<file path="config.mk">
export PLATFORM = sky130hd
export DESIGN_NAME = hazard_unit
export DESIGN_NICKNAME = d
export VERILOG_FILES = /design/src/rtl/cpu_pkg.sv /design/src/rtl/hazard_scoreboard.sv /design/src/rtl/hazard_unit.sv
export SDC_FILE = /design/constraint.sdc
export NUM_CORES = 1
export LEC_CHECK = 0
export BUFFER_PORTS_ARGS = -buffer_cell sky130_fd_sc_hd__buf_2
export CORE_MARGIN = 2
export CORE_UTILIZATION = 42
export CTS_BUF_LIST = sky130_fd_sc_hd__clkbuf_16
export CTS_CLUSTER_SIZE = 8
export DETAILED_ROUTE_END_ITERATION = 12
export PLACE_DENSITY = 0.72
export SLEW_MARGIN = 20
export SYNTH_ARGS = -nofsm -noshare
export SYNTH_HDL_FRONTEND = slang
export SYNTH_SLANG_ARGS = --single-unit
</file>
<file path="constraint.sdc">
create_clock -name clk -period 1.6 [get_ports clk]
set_input_delay 0.16 -clock clk [delete_from_list [all_inputs] [get_ports clk]]
set_output_delay 0.16 -clock clk [all_outputs]
set_load 0.02 [all_outputs]
</file>
<file path="src/rtl/cpu_pkg.sv">
// Shared CPU definitions: register-file address width, hazard-unit defaults,
// the scoreboard entry layout and the interrupt-entry sequencer states.
package cpu_pkg;

  localparam int unsigned ADDR_W      = 5;
  localparam int unsigned SB_DEPTH    = 2;
  localparam int unsigned FLUSH_DEPTH = 2;

  typedef struct packed {
    logic              valid;
    logic [ADDR_W-1:0] addr;
  } sb_entry_t;

  typedef enum logic [1:0] {
    IDLE,
    INJECT,
    VECTOR
  } int_state_t;

endpackage

</file>
<file path="src/rtl/hazard_scoreboard.sv">
// Write-back scoreboard: a shift register of in-flight destination registers
// (slot 0 = EX, last slot = WB) with hit detection for both decode sources.
module hazard_scoreboard #(
  parameter int unsigned SB_DEPTH = 2,
  parameter int unsigned ADDR_W   = 5
) (
  input  logic              clk,
  input  logic              rst_n,
  input  logic              load_en,
  input  logic [ADDR_W-1:0] load_addr,
  input  logic [ADDR_W-1:0] rd_x,
  input  logic [ADDR_W-1:0] rd_y,
  output logic              hit_x,
  output logic              hit_y,
  output logic              busy
);

  typedef struct packed {
    logic              valid;
    logic [ADDR_W-1:0] addr;
  } entry_t;

  entry_t sb_q [SB_DEPTH];

  // Shifts every clock; the oldest entry simply falls off the end.
  always_ff @(posedge clk or negedge rst_n) begin
    if (!rst_n) begin
      for (int unsigned i = 0; i < SB_DEPTH; i++) sb_q[i] <= '0;
    end else begin
      sb_q[0] <= load_en ? '{valid: 1'b1, addr: load_addr} : '0;
      for (int unsigned i = 1; i < SB_DEPTH; i++) sb_q[i] <= sb_q[i-1];
    end
  end

  always_comb begin
    hit_x = 1'b0;
    hit_y = 1'b0;
    busy  = 1'b0;
    for (int unsigned i = 0; i < SB_DEPTH; i++) begin
      if (sb_q[i].valid) begin
        busy = 1'b1;
        if (sb_q[i].addr == rd_x) hit_x = 1'b1;
        if (sb_q[i].addr == rd_y) hit_y = 1'b1;
      end
    end
  end

endmodule

</file>
<file path="src/rtl/hazard_unit.sv">
// Pipeline interlock: RAW stalls against the write-back scoreboard, bubbles
// after taken branches, and the interrupt push-slot / vector-load sequence.
module hazard_unit #(
  parameter int unsigned SB_DEPTH    = 2,
  parameter int unsigned FLUSH_DEPTH = 2,
  parameter int unsigned ADDR_W      = 5
) (
  input  logic              clk,
  input  logic              rst_n,
  input  logic              dec_valid,
  input  logic [ADDR_W-1:0] dec_rd_x,
  input  logic [ADDR_W-1:0] dec_rd_y,
  input  logic              dec_uses_x,
  input  logic              dec_uses_y,
  input  logic              dec_rf_wr,
  input  logic [ADDR_W-1:0] dec_wb_addr,
  input  logic              ex_branch_taken,
  input  logic              int_req,
  input  logic              int_en,
  output logic              stall_fd,
  output logic              nop,
  output logic              interupt,
  output logic              pc_vec_ld,
  output logic              int_ack,
  output logic              sb_busy
);

  import cpu_pkg::*;

  localparam int unsigned CNT_W = (FLUSH_DEPTH > 1) ? $clog2(FLUSH_DEPTH) : 1;
  localparam logic [CNT_W-1:0] FLUSH_RELOAD = CNT_W'(FLUSH_DEPTH - 1);

  int_state_t       state_q, state_d;
  logic [CNT_W-1:0] flush_cnt_q, flush_cnt_d;
  logic             int_armed_q, int_armed_d;
  logic             hit_x, hit_y, raw, flush_active, sb_load;

  assign flush_active = (flush_cnt_q != '0);
  assign raw = dec_valid & ((dec_uses_x & hit_x) | (dec_uses_y & hit_y));
  // The instruction held in decode during INJECT is re-fetched after the ISR,
  // so it must not claim a scoreboard slot.
  assign sb_load = dec_valid & dec_rf_wr & ~nop & ~interupt;

  hazard_scoreboard #(
    .SB_DEPTH (SB_DEPTH),
    .ADDR_W   (ADDR_W)
  ) u_sb (
    .clk       (clk),
    .rst_n     (rst_n),
    .load_en   (sb_load),
    .load_addr (dec_wb_addr),
    .rd_x      (dec_rd_x),
    .rd_y      (dec_rd_y),
    .hit_x     (hit_x),
    .hit_y     (hit_y),
    .busy      (sb_busy)
  );

  always_ff @(posedge clk or negedge rst_n) begin
    if (!rst_n) begin
      state_q     <= IDLE;
      flush_cnt_q <= '0;
      int_armed_q <= 1'b1;
    end else begin
      state_q     <= state_d;
      flush_cnt_q <= flush_cnt_d;
      int_armed_q <= int_armed_d;
    end
  end

  always_comb begin
    state_d = state_q;
    case (state_q)
      IDLE:
        if (int_req && int_en && int_armed_q && !raw && !flush_active && !ex_branch_taken)
          state_d = INJECT;
      INJECT:  state_d = ex_branch_taken ? IDLE : VECTOR;
      VECTOR:  state_d = IDLE;
      default: state_d = IDLE;
    endcase
  end

  always_comb begin
    flush_cnt_d = flush_cnt_q;
    if (ex_branch_taken)   flush_cnt_d = FLUSH_RELOAD;
    else if (flush_active) flush_cnt_d = flush_cnt_q - 1'b1;
    else if (pc_vec_ld)    flush_cnt_d = FLUSH_RELOAD;
  end

  // Disarm only when the vector is really taken; re-arm once software drops I.
  always_comb begin
    int_armed_d = int_armed_q;
    if (pc_vec_ld)    int_armed_d = 1'b0;
    else if (!int_en) int_armed_d = 1'b1;
  end

  // Gated by rst_n so every output falls as soon as reset asserts.
  always_comb begin
    stall_fd  = 1'b0;
    nop       = 1'b0;
    interupt  = 1'b0;
    pc_vec_ld = 1'b0;
    int_ack   = 1'b0;
    if (rst_n) begin
      if (ex_branch_taken || flush_active) begin
        nop = 1'b1;
      end else if (state_q == INJECT) begin
        interupt = 1'b1;
        stall_fd = 1'b1;
      end else if (state_q == VECTOR) begin
        pc_vec_ld = 1'b1;
        int_ack   = 1'b1;
        nop       = 1'b1;
      end else if (raw) begin
        nop      = 1'b1;
        stall_fd = 1'b1;
      end
    end
  end

endmodule

</file>
Word-level counts from Yosys, hierarchy flattened
Cells that the tools add are included.

Register bits: 16. Bits in latches: 0. Bits in writable memories: 0. ROM bits: 0. Input bits: 24. Output and inout port bits: 6. Logic and storage cells: 70. Memories: 0.

Add/subtract/negate cells: 1. Multiply operators: 0. Divide/modulo/power cells: 0. $lt $le $gt $ge: 0. Equality and inequality tests: 8. Shifts and indexed selects: 0. Multiplexer cells: 35. Bitwise logic cells: 9. Reduce and logical (&&, ||, !) cells: 10.

Operators by type and width (number): $mux W1 (31); $eq A5 B5 Y1 (4); $and A1 B1 Y1 (6); $mux W6 (1); $logic_and A1 B1 Y1 (5); $mux W2 (2); $pmux W2 S2 (1); $logic_not A1 Y1 (3); $eq A2 B1 Y1 const B (1); $eq A2 B2 Y1 const B (1); $logic_not A2 Y1 (1); $ne A2 B1 Y1 const B (1); $ne A2 B2 Y1 const B (1); $not A1 Y1 (2); $logic_or A1 B1 Y1 (1); $or A1 B1 Y1 (1); $sub A1 B1 Y1 const B (1).

Longest topological paths before layout
Depth after elaboration: 17. Gate-level depth with buffers: 6. Depth with buffers taken out: 6.

Modules after synthesis
Synthesis repeated with hierarchy kept, for this count alone.

Cells, all modules: 79. Area, all modules: 835.8 um^2.

By module, submodules not included: hazard_scoreboard (instances 1, cells each 48, area each 565.5 um^2, seq. area each 300.3 um^2); hazard_unit (instances 1, cells each 31, area each 270.3 um^2, seq. area each 101.3 um^2).

Least setup slack after synthesis
Ideal clock, no wire load.

Path kind: flip-flop to output port. Start: reg u_sb.sb_q[2] (netlist name). End: out stall_fd. Data arrival time: 1.666 ns. Required time: 1.440 ns. Slack: -0.226 ns. Stages on the path, launching flop included: 7. Path buffers: 0. Cells stage by stage: dfrtp_1 -> xor2_1 -> nor4_1 -> nand4_1 -> a41oi_2 -> nand2_1 -> a21oi_1.

Word-level cells in the longest chain between the ends: 11. Elaborated cells between the ends (all ways): 15. Those cells by class: eq/ne (2); mux (9); bitwise (4).

Ends and longest elaborated chain: start: declaration (line hazard_scoreboard.sv:23) `entry_t sb_q [SB_DEPTH];`; $eq A5 B5 Y1 (on tied branches) (line hazard_scoreboard.sv:42, hazard_scoreboard.sv:43); $mux W1 (on tied branches) (line hazard_scoreboard.sv:42, hazard_scoreboard.sv:43); $mux W1 (line hazard_scoreboard.sv:40) `if (sb_q[i].valid) begin`; $and A1 B1 Y1 (line hazard_unit.sv:39) `assign raw = dec_valid & ((dec_uses_x & hit_x) | (dec_uses_y & hit_y));`; $or A1 B1 Y1 (*) (line hazard_unit.sv:39); $and A1 B1 Y1 (*) (line hazard_unit.sv:39); $mux W1 (*) (line hazard_unit.sv:114) `end else if (raw) begin`; $mux W1 (*) (line hazard_unit.sv:110) `end else if (state_q == VECTOR) begin`; $mux W1 (*) (line hazard_unit.sv:107) `end else if (state_q == INJECT) begin`; $mux W1 (*) (line hazard_unit.sv:105) `if (ex_branch_taken || flush_active) begin`; $mux W1 (*) (line hazard_unit.sv:104) `if (rst_n) begin`; end: declaration (line hazard_unit.sv:20) `output logic stall_fd,`.

Mark *: on every way between the ends. The rest lies on a longest branch, timed or not.

Worst setup path in the final report
Start: reg u_sb.sb_q[6] (netlist name). End: out stall_fd.

Word-level cells in the longest chain between the ends: 13. Elaborated cells between the ends (all ways): 19. Those cells by class: eq/ne (2); mux (13); bitwise (4).

Ends and longest elaborated chain (line): $eq A5 B5 Y1 (on tied branches) (hazard_scoreboard.sv:42, hazard_scoreboard.sv:43); $mux W1 (on tied branches) (hazard_scoreboard.sv:42, hazard_scoreboard.sv:43); $mux W1 (hazard_scoreboard.sv:40); $mux W1 (on tied branches) (hazard_scoreboard.sv:42, hazard_scoreboard.sv:43); $mux W1 (hazard_scoreboard.sv:40); $and A1 B1 Y1 (hazard_unit.sv:39); $or A1 B1 Y1 (*) (hazard_unit.sv:39); $and A1 B1 Y1 (*) (hazard_unit.sv:39); $mux W1 (*) (hazard_unit.sv:114); $mux W1 (*) (hazard_unit.sv:110); $mux W1 (*) (hazard_unit.sv:107); $mux W1 (*) (hazard_unit.sv:105); $mux W1 (*) (hazard_unit.sv:104).

Marks and branches as above.

==> flow_summary_export.csv <==
group,metric,value,unit
yosys,yosys.area.top_type,"dfrtp_1",
routing,ant_nets,0,
cts,cts_root_buf,"clkbuf_16",
global_route,grt_pass1_wl,3.03,mm
yosys,synth_seq_cells,16,
cts,clock_latency,250,ps
yosys,synthArstFlopShare,100,%
placed_design,dp_hpwl,1.47,mm
power,internal_power,0.000822,W
placed_design,place_inst,139,
yosys,synth_nets,101,
global_route,met1_usage,23.8,%
floorplan,core,1780,um2
global_route,grt_pass1_vias,715,
cts,htree_num_levels,1,
power,combPwrFrac,13.5,%
worst_setup_path,worstPathArrival,1970,ps
yosys,synthFlopType,"dfrtp_1",
sta,setup-tns-final,-2790,ps
routing,vias,702,
global_route,grt_remaining_overflow,0,
finish,final_area,1220,um2
routing,routed_wirelength,1.92,mm
worst_setup_path,crit_path_top_delay_cell,"dfrtp_1",
power,clkPwrFrac,45.5,%
worst_setup_path,critPathBufInv,1,
yosys,yosys-top-cells-area,"dfrtp_1 (46%), xor2_1 (17%), xnor2_1 (4.3%), and2_1 (3.8%), nand4_1 (3.8%)",
power,swShare,22.2,%
sta,max-slew-margin-rel,80.0,%
sta,fin_ws,-529,ps
outcome,violations,"negative setup slack",
power,cellPowerDensity,864,nW/um2
global_route,grt_util_met3,5.66,%
sta,worst_pin_slew,300,ps
sta,timing_hold_violations_final,0,
worst_setup_path,cp-end-kind,"output pin",
finish,diodes,0,
worst_setup_path,start_kind,"register",
sta,period_share,133,%
yosys,synth_commonest_cells,"xor2_1 (16), dfrtp_1 (15), nand2_1 (6)",
routing,dr.first_iter.drc_count,1,
worst_setup_path,required,1440,ps
worst_setup_path,cp_cell_sequence,"xor2_1 > nor4_2 > nand4_1 > a41oi_2 > o21bai_2 > a21oi_4 > buf_6",
yosys,yosys.cell_count.top_type,"xor2_1",
finish,multi_input_area,457,um2
finish,drive_gt1_share,49.2,%
floorplan,start_util,45.7,%
outcome,outcome,"complete, but fails checks",
power,power_switching,0.000234,W
hold_path,hp-class,"in -> reg",
floorplan,dieArea,2310,um2
cts,path_clk_slew,50,ps
global_route,met2_usage,33.9,%
routing,first_pass_iters,2,
placed_design,gp_congestion,0.797,
yosys,synthCells,77,
sta,finalMaxSlewViolations,0,
worst_setup_path,cp_slowest_stage_delay,410,ps
floorplan,boundaryPins,30,
cts,cts_buffers,3,
sta,rsz0062_at_grt,"true",
yosys,yosysUniqueCellTypes,20,
power,pwr-share-seq,40.9,%
yosys,synth_edf_count,0,
placed_design,dpl_cell_area,1060,um2
floorplan,rows,15,
sta,finClkSkew,6.95,ps
placed_design,portBuffers,29,
sta,setup_viol,9,
yosys,netlist_area,815,um2
global_route,grt_max_degree,17,
yosys,yosys_warnings,0,
sta,period_needed,2130,ps
cts,cts_buffer_depth,2,
yosys,yosysTopAreaCellShare,46.1,%
finish,instances_no_fill,145,
global_route,track_usage,20.5,%
finish,postLayoutCoreUtil,68.6,%
cts,cts_tree,"done",
global_route,grt_antenna_before_repair,0,
power,leakagePower,0.620,nW
finish,area_growth,50.1,%
routing,drc,0,
yosys,avgSynthCellArea,10.6,um2
power,p_total,0.00106,W
worst_setup_path,crit_path_max_fanout,4,
finish,nets,145,
finish,regArea,402,um2
worst_setup_path,crit_family,"compound AO/OA/AOI/OAI gates",
power,ir_drop,0.000734,V
sta,max_freq,470,MHz
global_route,grt_busiest_layer,"met2",
floorplan,die_x,48.0,um
cts,cts_sinks,16,
finish,fillers,148,
worst_setup_path,critPathKind,"reg -> out",
routing,vias_per_cell,4.84,
floorplan,dieHeight,48.0,um
job,maxCapViolCount,0,
yosys,synth-seq-area-share,49.3,%
routing,wl_per_cell,13.3,um
==> cell usage in the layout (no fill, tap or decap), drive strengths merged, types with 2 or more instances in the layout <==
cell type  count
nand2b         2
a21oi          2
xor2          16
nor2           4
dfrtp         15
clkbuf         3
xnor2          4
buf           39
nand4          5
inv            2
or2            2
nand2          6
and2           5
nor4           4
nand3          3
==> worst reg2reg max path, stage by stage (launching register included) <==
cell,delay (ps)
dfrtp_1,410
xor2_1,190
nor4_2,280
nand4_1,140
a41oi_2,310
buf_4,200
a31oi_4,100
and2_1,160
==> worst paths after layout <==
path,start,endpoint,slack [ps],cells past startpoint
min reg2reg,u_sb.sb_q[6],u_sb.sb_q[0],450,0
max reg2reg,u_sb.sb_q[6],u_sb.sb_q[9],-300,7
max,u_sb.sb_q[6],stall_fd,-530,7
min,int_en,int_armed_q,60,2
min in group asynchronous,rst_n,state_q[0],260,2
max in group asynchronous,rst_n,int_armed_q,840,3
==> sequential cells by signal, summed over array words and instances, names as in the netlist <==
name          cells
u_sb.sb_q        12
state_q           2
flush_active      1
int_armed_q       1
==> through the flow <==
step           hold slack (ps)  setup WS, ps
2_1_floorplan             -136          -106
3_3_place_gp             -19.9          -272
3_5_place_dp             -18.1          -334
4_1_cts                   61.3          -526
5_1_grt                   61.9          -639
6_report                  63.9          -529
==> metal layers <==
| metal | routed length [um] | share of wire (%) | vias to the layer above |
|---|---|---|---|
| li1 | - | - | 352 |
| met1 | 792 | 41 | 325 |
| met3 | 71 | 3.7 | 6 |
| met4 | 51 | 2.7 | 0 |
| met5 | 0 | 0 | - |
| met2 | 1010 | 52 | 19 |
==> power groups by stage <==
stage	Combinational, W	Sequential, W	Clock (W)
floorplan	0.0000563	0.000435	0
global placement	0.000126	0.000437	0
detailed placement	0.000129	0.000438	0
CTS	0.000140	0.000432	0.000493
global route	0.000158	0.000434	0.000511
finish	0.000143	0.000432	0.000481
==> repair_timing <==
| item | 4_1_cts | 5_1_grt |
|---|---|---|
| hold endpoints to repair | 15 | 0 |
| pin swaps | 6 | 2 |
| buffers inserted | 1 | 1 |
| setup endpoints to repair | 9 | 11 |
| gates resized for setup | 10 | 7 |
| hold buffers | 1 | 0 |
==> kinds of logic after synthesis <==
group / Yosys count / share of synthesized area (%)
buffers and inverters: 3 / 1.84
and+or+nand+nor: 33 / 21.7
AOI/OAI and AO/OA: 5 / 5.68
DFF: 16 / 49.3
xor gates and xnor gates: 20 / 21.5
==> layout make-up <==
cell class | count | share of cell area (%)
Inverter | 2 | 0.614
Multi-Input combinational cell | 58 | 37.4
Clock inverter | 1 | 0.307
Tap cell | 25 | 2.56
Clock buffer | 3 | 6.14
Timing Repair Buffer | 40 | 20.2
Sequential cell | 16 | 32.9
(Power assumes the default switching activity.)
